### config.mk
export PLATFORM = sky130hd
export DESIGN_NAME = uart_rdata_sender
export DESIGN_NICKNAME = d
export VERILOG_FILES = /design/src/rtl/uart_rdata_sender.sv
export SDC_FILE = /design/constraint.sdc
export NUM_CORES = 1
export LEC_CHECK = 0
export CORE_MARGIN = 4
export CORE_UTILIZATION = 56
export DETAILED_ROUTE_END_ITERATION = 10
export PLACE_DENSITY_LB_ADDON = 0.05
export SYNTH_ARGS = -nofsm -noshare
export SYNTH_HDL_FRONTEND = slang
export SYNTH_SLANG_ARGS = --single-unit
### constraint.sdc
create_clock -name clk -period 11.4 [get_ports clk]
set_input_delay 2.28 -clock clk [delete_from_list [all_inputs] [get_ports clk]]
set_output_delay 2.28 -clock clk [all_outputs]
set_load 0.05 [all_outputs]
### src/rtl/uart_rdata_sender.sv
// uart_rdata_sender
//   Renders a 64-bit monitor read-data word as ASCII hex, "HHHHHHHH HHHHHHHH"
//   followed by a line terminator, pushes it into the UART TX FIFO, waits for
//   the transmitter to drain, then pulses flushing_wq so the dump sequencer
//   can fetch the next word.
//
//   Build option: define UART_RDATA_SND_CRLF_EN for a CR LF terminator
//   (19 characters per word); otherwise LF only (18 characters per word).
//
// Ports
//   clk, rst_n       system clock, asynchronous active-low reset
//   rdata_snd_start  one-cycle start pulse, rdata_snd valid this cycle
//   rdata_snd        {data_0, data_1}; data_0 printed first
//   snd_abort        abandon the current word (no flushing_wq)
//   tx_full          TX FIFO cannot accept a character this cycle
//   tx_empty         TX FIFO and serializer idle
//   tx_push          FIFO write strobe (combinational from state + tx_full)
//   tx_char          character to the FIFO, valid with tx_push
//   flushing_wq      one-cycle pulse after a word has fully drained
//   snd_busy         high whenever the sender is not idle
module uart_rdata_sender #(
  parameter int unsigned CHAR_W = 8
) (
  input  logic              clk,
  input  logic              rst_n,
  input  logic              rdata_snd_start,
  input  logic [63:0]       rdata_snd,
  input  logic              snd_abort,
  input  logic              tx_full,
  input  logic              tx_empty,
  output logic              tx_push,
  output logic [CHAR_W-1:0] tx_char,
  output logic              flushing_wq,
  output logic              snd_busy
);

  localparam int unsigned IDX_W   = 5;
  localparam int unsigned DATA_W  = 64;
  localparam logic [IDX_W-1:0] SPACE_IDX = 5'd8;
`ifdef UART_RDATA_SND_CRLF_EN
  localparam logic [IDX_W-1:0] LAST_IDX  = 5'd18;
`else
  localparam logic [IDX_W-1:0] LAST_IDX  = 5'd17;
`endif

  typedef enum logic [1:0] {
    IDLE  = 2'd0,
    SEND  = 2'd1,
    DRAIN = 2'd2,
    DONE  = 2'd3
  } state_e;

  state_e             state_q, state_d;
  logic [IDX_W-1:0]   idx_q,   idx_d;
  logic [DATA_W-1:0]  data_q,  data_d;

  logic [3:0]         nib_sel;
  logic [3:0]         nibble;
  logic [7:0]         char8;

  // State, index and data registers
  always_ff @(posedge clk or negedge rst_n) begin
    if (!rst_n) begin
      state_q <= IDLE;
      idx_q   <= '0;
      data_q  <= '0;
    end else begin
      state_q <= state_d;
      idx_q   <= idx_d;
      data_q  <= data_d;
    end
  end

  // Next-state logic; abort overrides everything, including a start in IDLE
  always_comb begin
    state_d = state_q;
    idx_d   = idx_q;
    data_d  = data_q;

    case (state_q)
      IDLE: begin
        if (rdata_snd_start) begin
          data_d  = rdata_snd;
          idx_d   = '0;
          state_d = SEND;
        end
      end
      SEND: begin
        if (!tx_full) begin
          if (idx_q == LAST_IDX) begin
            idx_d   = '0;
            state_d = DRAIN;
          end else begin
            idx_d = idx_q + 5'd1;
          end
        end
      end
      DRAIN: begin
        if (tx_empty) state_d = DONE;
      end
      DONE: begin
        state_d = IDLE;
      end
      default: begin
        state_d = IDLE;
      end
    endcase

    if (snd_abort) begin
      state_d = IDLE;
      idx_d   = '0;
      data_d  = data_q;
    end
  end

  // Character decode: index 9..16 skips the space, so nibble number is idx-1
  always_comb begin
    nib_sel = (idx_q < SPACE_IDX) ? idx_q[3:0] : 4'(idx_q - 5'd1);
    // nibble n sits at bit offset 60-4n = 4*(15-n)
    nibble  = data_q[{~nib_sel, 2'b00} +: 4];
    char8   = (nibble < 4'd10) ? (8'h30 + 8'(nibble)) : (8'h37 + 8'(nibble));
    if (idx_q == SPACE_IDX) char8 = 8'h20;
`ifdef UART_RDATA_SND_CRLF_EN
    if (idx_q == LAST_IDX - 5'd1) char8 = 8'h0D;
`endif
    if (idx_q == LAST_IDX) char8 = 8'h0A;
  end

  // FIFO interface is combinational so a push lands in the cycle it is offered
  always_comb begin
    tx_push     = (state_q == SEND) && !tx_full;
    tx_char     = (state_q == SEND) ? CHAR_W'(char8) : '0;
    flushing_wq = (state_q == DONE);
    snd_busy    = (state_q != IDLE);
  end

endmodule

Word-level counts from Yosys, hierarchy flattened
Cells that the tools add are included.
{"block": "word_totals", "register_bits": 71, "input_bits": 70, "wordCells": 45}
{"block": "classes", "n_addsub": 4, "magnitude_cmp": 2, "eq_ne": 9, "shift": 1, "muxes": 16, "bitwise_logic": 2, "n_reduce_logical": 8}
{"operator": "$shiftx 64x7->4", "n": 1}
{"operator": "$mux 8", "n": 3}
{"operator": "$mux 5", "n": 4}
{"operator": "$add 6x4->7 const A", "n": 2}
{"operator": "$ne 3x3->1 const B", "n": 4}
{"operator": "$mux 2", "n": 5}
{"operator": "$pmux 5 s2", "n": 1}
{"operator": "$pmux 2 s4", "n": 1}
{"operator": "$mux 7", "n": 1}
{"operator": "$reduce_and 3->1", "n": 2}
{"operator": "$add 5x1->5 const B", "n": 1}
{"operator": "$eq 5x4->1 const B", "n": 1}
{"operator": "$eq 5x5->1 const B", "n": 1}
{"operator": "$lt 5x4->1 const B", "n": 1}
{"operator": "$eq 2x2->1 const B", "n": 2}
{"operator": "$lt 4x4->1 const B", "n": 1}
{"operator": "$mux 4", "n": 1}
{"operator": "$not 4->4", "n": 1}
{"operator": "$reduce_and 4->1", "n": 1}
{"operator": "$sub 4x1->4 const B", "n": 1}
{"operator": "$reduce_bool 3->1", "n": 1}
{"operator": "$eq 2x1->1 const B", "n": 1}
{"operator": "$logic_not 2->1", "n": 1}
{"operator": "$reduce_bool 2->1", "n": 1}
{"operator": "other kinds (3)", "n": 3}

Longest topological paths before layout
Gate-level depths: netlist of run 1.
{"block": "depth", "word_depth": 9, "depth_mapped": 13, "depth_no_buf": 11}

Least setup slack after synthesis of run 1
Ideal clock, no wire load.
{"block": "synth_path", "kind": "register to output", "start": "register idx_q[0]", "end": "output port tx_char[4]", "arrival_time_ns": 3.508, "required_ns": 9.120, "path_slack_ns": 5.612, "stages_incl_launch_ff": 14, "path_buffers": 2, "path_cell_list": "dfrtp_1 -> inv_1 -> clkbuf_1 -> ha_1 -> clkbuf_1 -> o21ai_1 -> xor2_2 -> mux2i_1 -> mux2i_1 -> a22oi_1 -> and2_1 -> ha_1 -> o21ai_0 -> a21oi_1"}
{"block": "synth_via", "elab_chain_len": 9, "word_cells_on_any_way": 14, "cone_classes": "add/sub (3); order compare (2); eq/ne (2); shift (1); mux (5); bitwise (1)"}
{"element": "from (decl)", "line": "54", "text": "logic [IDX_W-1:0] idx_q, idx_d;"}
{"element": "from (signal assigned)", "line": "69", "text": "idx_q <= idx_d;"}
{"element": "$sub 4x1->4 / $lt 5x4->1 (equally long branches)", "line": "118", "text": "nib_sel = (idx_q < SPACE_IDX) ? idx_q[3:0] : 4'(idx_q - 5'd1);"}
{"element": "$mux 4", "line": "118"}
{"element": "$not 4->4", "line": "120", "text": "nibble = data_q[{~nib_sel, 2'b00} +: 4];"}
{"element": "$shiftx 64x7->4", "line": "120"}
{"element": "$add 6x4->7 / $lt 4x4->1 (equally long branches)", "line": "121", "text": "char8 = (nibble < 4'd10) ? (8'h30 + 8'(nibble)) : (8'h37 + 8'(nibble));"}
{"element": "$mux 7", "line": "121"}
{"element": "$mux 8", "line": "122", "text": "if (idx_q == SPACE_IDX) char8 = 8'h20;"}
{"element": "$mux 8 *", "line": "126", "text": "if (idx_q == LAST_IDX) char8 = 8'h0A;"}
{"element": "$mux 8 *", "line": "132", "text": "tx_char = (state_q == SEND) ? CHAR_W'(char8) : '0;"}
{"element": "to (decl)", "line": "32", "text": "output logic [CHAR_W-1:0] tx_char,"}
Every way passes the cells marked *; elsewhere a longest branch is shown, timed or not.

Worst setup path in the final report of run 1
{"block": "layout_path", "start": "register idx_q[0]", "end": "output port tx_char[1]"}
Same word-level chain as after synthesis.

==> results of run 1 <==
[area by class of cell]
type	count	area, um2
multi-input combinational	274	2310
fill	552	2100
sequential	71	1780
timing repair buffer	81	801
clock buffer	9	124
tap	99	124
clock inverter	6	71.3
inverter	7	26.3
[synthesized netlist by cell type, types with 2 or more instances]
library cell / instances / area, um2
nand2b_1: 9 / 56.3
a22oi_1: 5 / 37.5
or2_2: 3 / 18.8
o221ai_1: 3 / 26.3
inv_1: 7 / 26.3
a32oi_1: 2 / 17.5
a31oi_1: 3 / 18.8
o22ai_1: 3 / 18.8
nand3b_1: 3 / 22.5
mux2i_1: 24 / 240
nor3_1: 5 / 25.0
nor2b_1: 2 / 12.5
dfrtp_1: 71 / 1780
nand4_1: 3 / 18.8
nor2_1: 15 / 56.3
mux4_2: 5 / 113
mux2_2: 75 / 845
and3_1: 4 / 25.0
xor2_1: 3 / 26.3
nand3_1: 9 / 45.0
a211o_1: 5 / 43.8
nor4_1: 3 / 18.8
clkbuf_1: 12 / 45.0
and2_1: 2 / 12.5
nand2_1: 20 / 75.1
buf_6: 3 / 33.8
a21oi_1: 16 / 80.1
buf_2: 9 / 45.0
o21ai_0: 11 / 55.1
nor3b_1: 6 / 45.0
ha_1: 10 / 125
[worst register-to-register path: cells and delay by family, from the launching register on]
family / cells / cell delay [ns]
adders and majority gates: 1 / 0.27
and+or+nand+nor: 1 / 0.23
DFF: 1 / 0.95
buffers and inverters: 1 / 0.29
AOI/OAI and AO/OA: 4 / 0.75
[stage by stage]
| step | worst slack [ns] | cell area (um2) |
|---|---|---|
| finish | 4.06 | 5230 |
| detailed placement | 4.46 | 5040 |
| CTS | 4.10 | 5230 |
| global placement | 4.63 | 5040 |
| global route | 3.73 | 5230 |
| floorplan | 5.61 | 4250 |
[report_power, final]
part | internal (mW) | switching, mW | leakage, nW
Sequential | 0.374 | 0.104 | 0.850
Clock | 0.101 | 0.0972 | 0.0919
Combinational | 0.325 | 0.304 | 1.23
[final timing paths]
kind,slack (ns),depth (start not counted),endpoint,startpoint
setup / recovery,4.06,10,tx_char[1],idx_q[0]
hold / removal,0.51,1,data_q[36],data_q[36]
setup reg to reg,8.80,7,state_q[0],idx_q[1]
hold reg to reg,0.51,1,data_q[36],data_q[36]
max in group asynchronous,8.72,2,data_q[40],rst_n
min in group asynchronous,2.14,2,data_q[21],rst_n
[registers in the layout (all words and copies together), names as in the netlist]
register / count
idx_q: 5
state_q: 2
data_q: 64
[per-layer routing]
| layer | GRT usage (%) | up-vias | part of all wire [%] |
|---|---|---|---|
| met3 | 4.34 | 14 | 5.3 |
| met4 | 6.25 | 0 | 1.0 |
| li1 | - | 1516 | - |
| met5 | 0 | - | 0 |
| met1 | 26.6 | 1567 | 42 |
| met2 | 37.4 | 86 | 52 |
[kinds of logic (layout without fill, tap and decap cells)]
group | after synthesis | in the layout | synth area share, %
buffers and inverters | 33 | 103 | 3.80
adders and majority gates | 10 | 10 | 2.95
and+or+nand+nor | 92 | 92 | 12.0
xor gates and xnor gates | 4 | 4 | 1.00
AOI/OAI and AO/OA | 62 | 62 | 9.75
other | 1 | 1 | 0.0883
muxes | 105 | 105 | 28.5
DFF | 71 | 71 | 41.8
==> impl_metrics.yaml, run 1 <==
power_and_ir_drop:
  p_leak_nw: 2.18
  powerDensity_nw_per_um2: 249
  ir_drop_mv: 0.139
  total_power_mw: 1.31
finish:
  layout.cells.non_filler: 547
  finalNetCount: 524
  syn_to_final_growth_pct: 23.2
  drive_gt1_share_pct: 24.8
  utilization_pct: 71.4
  antennaDiodeCount: 0
  final_common_cell: "clkdlybuf4s50_1"
  layout_common_cells: "78 x clkdlybuf4s50_1, 75 x mux2_2, 71 x dfrtp_1"
timing:
  relSlewSlack_pct: 38.5
  fmax_ghz: 0.136
  setup_viol: 0
  hold_slack_ns: 0.506
  fin_setup_tns_ns: 0
  period_minus_slack_ns: 7.34
  finClkSkew_ns: 0.0141
  worst_pin_slew_ns: 0.922
  period_share_pct: 64.4
  final-hold-violation-count: 0
  grt_setup_unrepaired: "false"
  drv_slew: 0
logic_synthesis:
  synth.avg_cell_area_um2: 11.2
  synthCells: 378
  synthFlopType: "dfrtp_1"
  synth_warnings: 0
  post_synth_num_cell_types: 58
  synth_area_um2: 4250
  synthArstFlopShare_pct: 100
  synth-edff-count: 0
  synth-seq-cells: 71
  synth_nets: 458
  ys_seq_area_share_pct: 41.8
cts:
  clkTransAtPathRegs_ns: 0.08
  post-cts-setup-buffer-count: 0
  cts_root_buffer: "clkbuf_8"
  cts_made_buffers: 9
  cts_sinks: 71
  cts_resized: 0
  hold_buffers: 0
  cts_tree: "done"
  htreeDepth: 3
  clock_latency_ns: 0.35
  clk_path_buf_depth: 2
place:
  dpl.cell_count: 532
  portBuffers: 79
  gp_congestion: 0.867
  dp_hpwl_um: 6910
flow_run:
  drv_cap: 0
critical_path:
  cp.arrival_ns: 5.06
  crit_path_start_kind: "flop"
  slowest_delay_ns: 0.91
  crit_buf_inv: 2
  crit_fanout: 25
  crit_top_cell: "ha_1"
  cp_top_family: "buffers and inverters"
  cp-end-kind: "output port"
  crit_slowest_cell: "dfrtp_1"
  required_ns: 9.12
  crit_chain: "inv_1 -> ha_1 -> mux2_2 -> o21ai_0 -> a311oi_1 -> nor4_4 -> ha_1 -> a21oi_1 -> a22o_1 -> clkdlybuf4s50_1"
  critical_path_class: "flop to output port"
routing:
  via_per_inst: 5.82
  routedWlPerCell_um: 17.0
  drcViolationCount: 0
  drt_first_iter_violations: 156
  ant_nets: 0
  drt_wl_total_um: 9330
  via_count: 3183
  first_pass_iters: 4
die:
  fp-row-count: 31
  design.core.area_um2: 7330
  die_x_um: 95.1
  die_h_um: 95.1
  pin_count: 81
  initial_core_util_pct: 57.9
  die_area_um2: 9040
status:
  status: "finished, final reports clean"
worst_hold_path:
  hold_class: "flop to flop"
grt:
  grt_pass1_wl_um: 15100
  grt_overflow: 0
  grt_max_degree: 72
  grt_pass1_vias: 3203
  antenna_found_initial: 0
  grt.total_usage_pct: 21.4
Note: power is estimated with default switching activity, not from simulation.
==> run 2: changes to the inputs <==
--- a/config.mk
+++ b/config.mk
@@ -6,7 +6,7 @@
 export NUM_CORES = 1
 export LEC_CHECK = 0
 export CORE_MARGIN = 4
-export CORE_UTILIZATION = 56
+export CORE_UTILIZATION = 48
 export DETAILED_ROUTE_END_ITERATION = 10
 export PLACE_DENSITY_LB_ADDON = 0.05
 export SYNTH_ARGS = -nofsm -noshare
==> constraint.sdc (replaced) <==
create_clock -name clk -period 6 [get_ports clk]
set_input_delay 1.2 -clock clk [delete_from_list [all_inputs] [get_ports clk]]
set_output_delay 1.2 -clock clk [all_outputs]
set_load 0.05 [all_outputs]
==> run 2 against run 1 <==
Clock-buffer cell count grew 1. Largest power group unchanged. Sequential power grew 83%. Total power grew 90%.
==> impl_metrics.yaml, run 2 (synthesized netlist as in run 1, its figures left out) <==
place:
  dp_hpwl_um: 6900
  portBuffers: 79
  gp_congestion: 0.817
  place_area_um2: 5070
power_and_ir_drop:
  p_leak_nw: 2.19
  powerDensity_nw_per_um2: 472
  ir_drop_mv: 0.200
finish:
  largest_reg_flops: 64
  top_regs: "data_q: 64 flops, idx_q: 5 flops, state_q: 2 flops"
  utilization_pct: 60.6
  syn_to_final_growth_pct: 23.8
  seq_area_um2: 1780
  layout_common_cells: "78 x clkdlybuf4s50_1, 75 x mux2_2, 71 x dfrtp_1"
  antennaDiodeCount: 0
  finalNetCount: 527
  drive_gt1_share_pct: 25.4
  regMostFlops: "data_q"
  final_common_cell: "clkdlybuf4s50_1"
  fin_area_um2: 5260
  multi_input_area_um2: 2310
  fill_cells: 765
critical_path:
  slowest_delay_ns: 0.82
  crit_slowest_cell: "clkdlybuf4s50_1"
  cp.arrival_ns: 4.21
  crit_path_start_kind: "flop"
  r2r-end: "state_q[0]"
  cp-end-kind: "output port"
  crit_fanout: 12
  required_ns: 4.80
  r2r_start: "idx_q[3]"
  cp_top_family: "buffers and inverters"
  reg2reg_depth: 6
  crit_chain: "inv_1 -> ha_1 -> o21ai_1 -> xor2_2 -> mux2i_1 -> mux2i_1 -> a22oi_1 -> and2_1 -> ha_1 -> o21ai_0 -> a21oi_1 -> clkdlybuf4s50_1"
  rrSetupSlack_ns: 3.88
  critical_path_class: "flop to output port"
  crit_buf_inv: 2
routing:
  via_per_inst: 5.66
  drcViolationCount: 0
  drt_wl_total_um: 9560
  routedWlPerCell_um: 17.1
  drt_first_iter_violations: 86
  via_count: 3172
  ant_nets: 0
  first_pass_iters: 4
cts:
  clock_latency_ns: 0.35
  cts_sinks: 71
  hold_buffers: 0
  post-cts-setup-buffer-count: 0
  clkTransAtPathRegs_ns: 0.08
  htreeDepth: 3
  clk_path_buf_depth: 2
  cts_root_buffer: "clkbuf_8"
  cts_made_buffers: 9
  cts_resized: 0
  cts_tree: "done"
timing:
  grt_setup_unrepaired: "false"
  period_share_pct: 90.2
  fmax_ghz: 0.185
  period_minus_slack_ns: 5.41
  finClkSkew_ns: 0.00984
  drv_slew: 0
  fin_setup_tns_ns: 0
  setup_viol: 0
  worst_pin_slew_ns: 0.887
  final-hold-violation-count: 0
  relSlewSlack_pct: 40.9
grt:
  grt_pass1_vias: 3182
  grt_max_degree: 72
  antenna_found_initial: 0
  grt_pass1_wl_um: 15600
  grt.total_usage_pct: 19.2
  grt_overflow: 0
die:
  die_area_um2: 10400
  pin_count: 81
  fp-row-count: 34
  die_h_um: 102
  design.core.area_um2: 8680
  initial_core_util_pct: 48.9
  die_x_um: 102
worst_hold_path:
  hold_start: "data_q[19]"
  whs_path_depth: 1
  whs_endpoint: "data_q[19]"
  hold_class: "flop to flop"
flow_run:
  drv_cap: 0
status:
  status: "finished, final reports clean"
==> run 2: layout make-up <==
class | instances | area share [%]
multi-input cells | 274 | 43.9
flip-flops and latches | 71 | 33.8
repair buffers | 84 | 15.7
clock buffers | 10 | 2.62
well taps | 108 | 2.57
clock inverters | 6 | 0.975
inverters | 7 | 0.500
==> run 2: worst max path at each step <==
stage	startpoint	endpoint	cells after the start
floorplan	idx_q[0]	tx_char[4]	13
global placement	idx_q[0]	tx_char[1]	12
detailed placement	idx_q[0]	tx_char[4]	12
CTS	idx_q[0]	tx_char[4]	12
global route	idx_q[0]	tx_char[4]	12
finish	idx_q[0]	tx_char[4]	12
==> run 2: metal layers <==
layer	routed length, um	vias up	global-route usage (%)	part of all wire [%]
met5	0	-	0	0
met4	162	0	6.56	1.7
met3	543	19	4.37	5.7
met2	4550	88	31.2	48
met1	4310	1547	25.4	45
li1	-	1518	-	-
==> run 2: stage by stage <==
stage | hold slack, ns | instances | power (mW) | worst slack (ns)
2_1_floorplan | 0.474 | 378 | 1.79 | 1.29
3_3_place_gp | 0.486 | 544 | 2.10 | 1.03
3_5_place_dp | 0.491 | 544 | 2.13 | 0.949
4_1_cts | 0.509 | 560 | 2.50 | 0.561
5_1_grt | 0.521 | 560 | 2.66 | 0.221
6_report | 0.506 | 560 | 2.48 | 0.590
==> run 2: report_power, final <==
part           total, mW  switching (mW)  internal [mW]
sequential         0.877           0.167          0.711
clock              0.368           0.201          0.166
combinational       1.24           0.611          0.625
==> run 3: changes to the inputs <==
--- a/config.mk
+++ b/config.mk
@@ -12,3 +12,4 @@
 export SYNTH_ARGS = -nofsm -noshare
 export SYNTH_HDL_FRONTEND = slang
 export SYNTH_SLANG_ARGS = --single-unit
+export TNS_END_PERCENT = 30
==> results of run 3 <==
The final DEF is identical to that of run 2; final timing and power are the same.
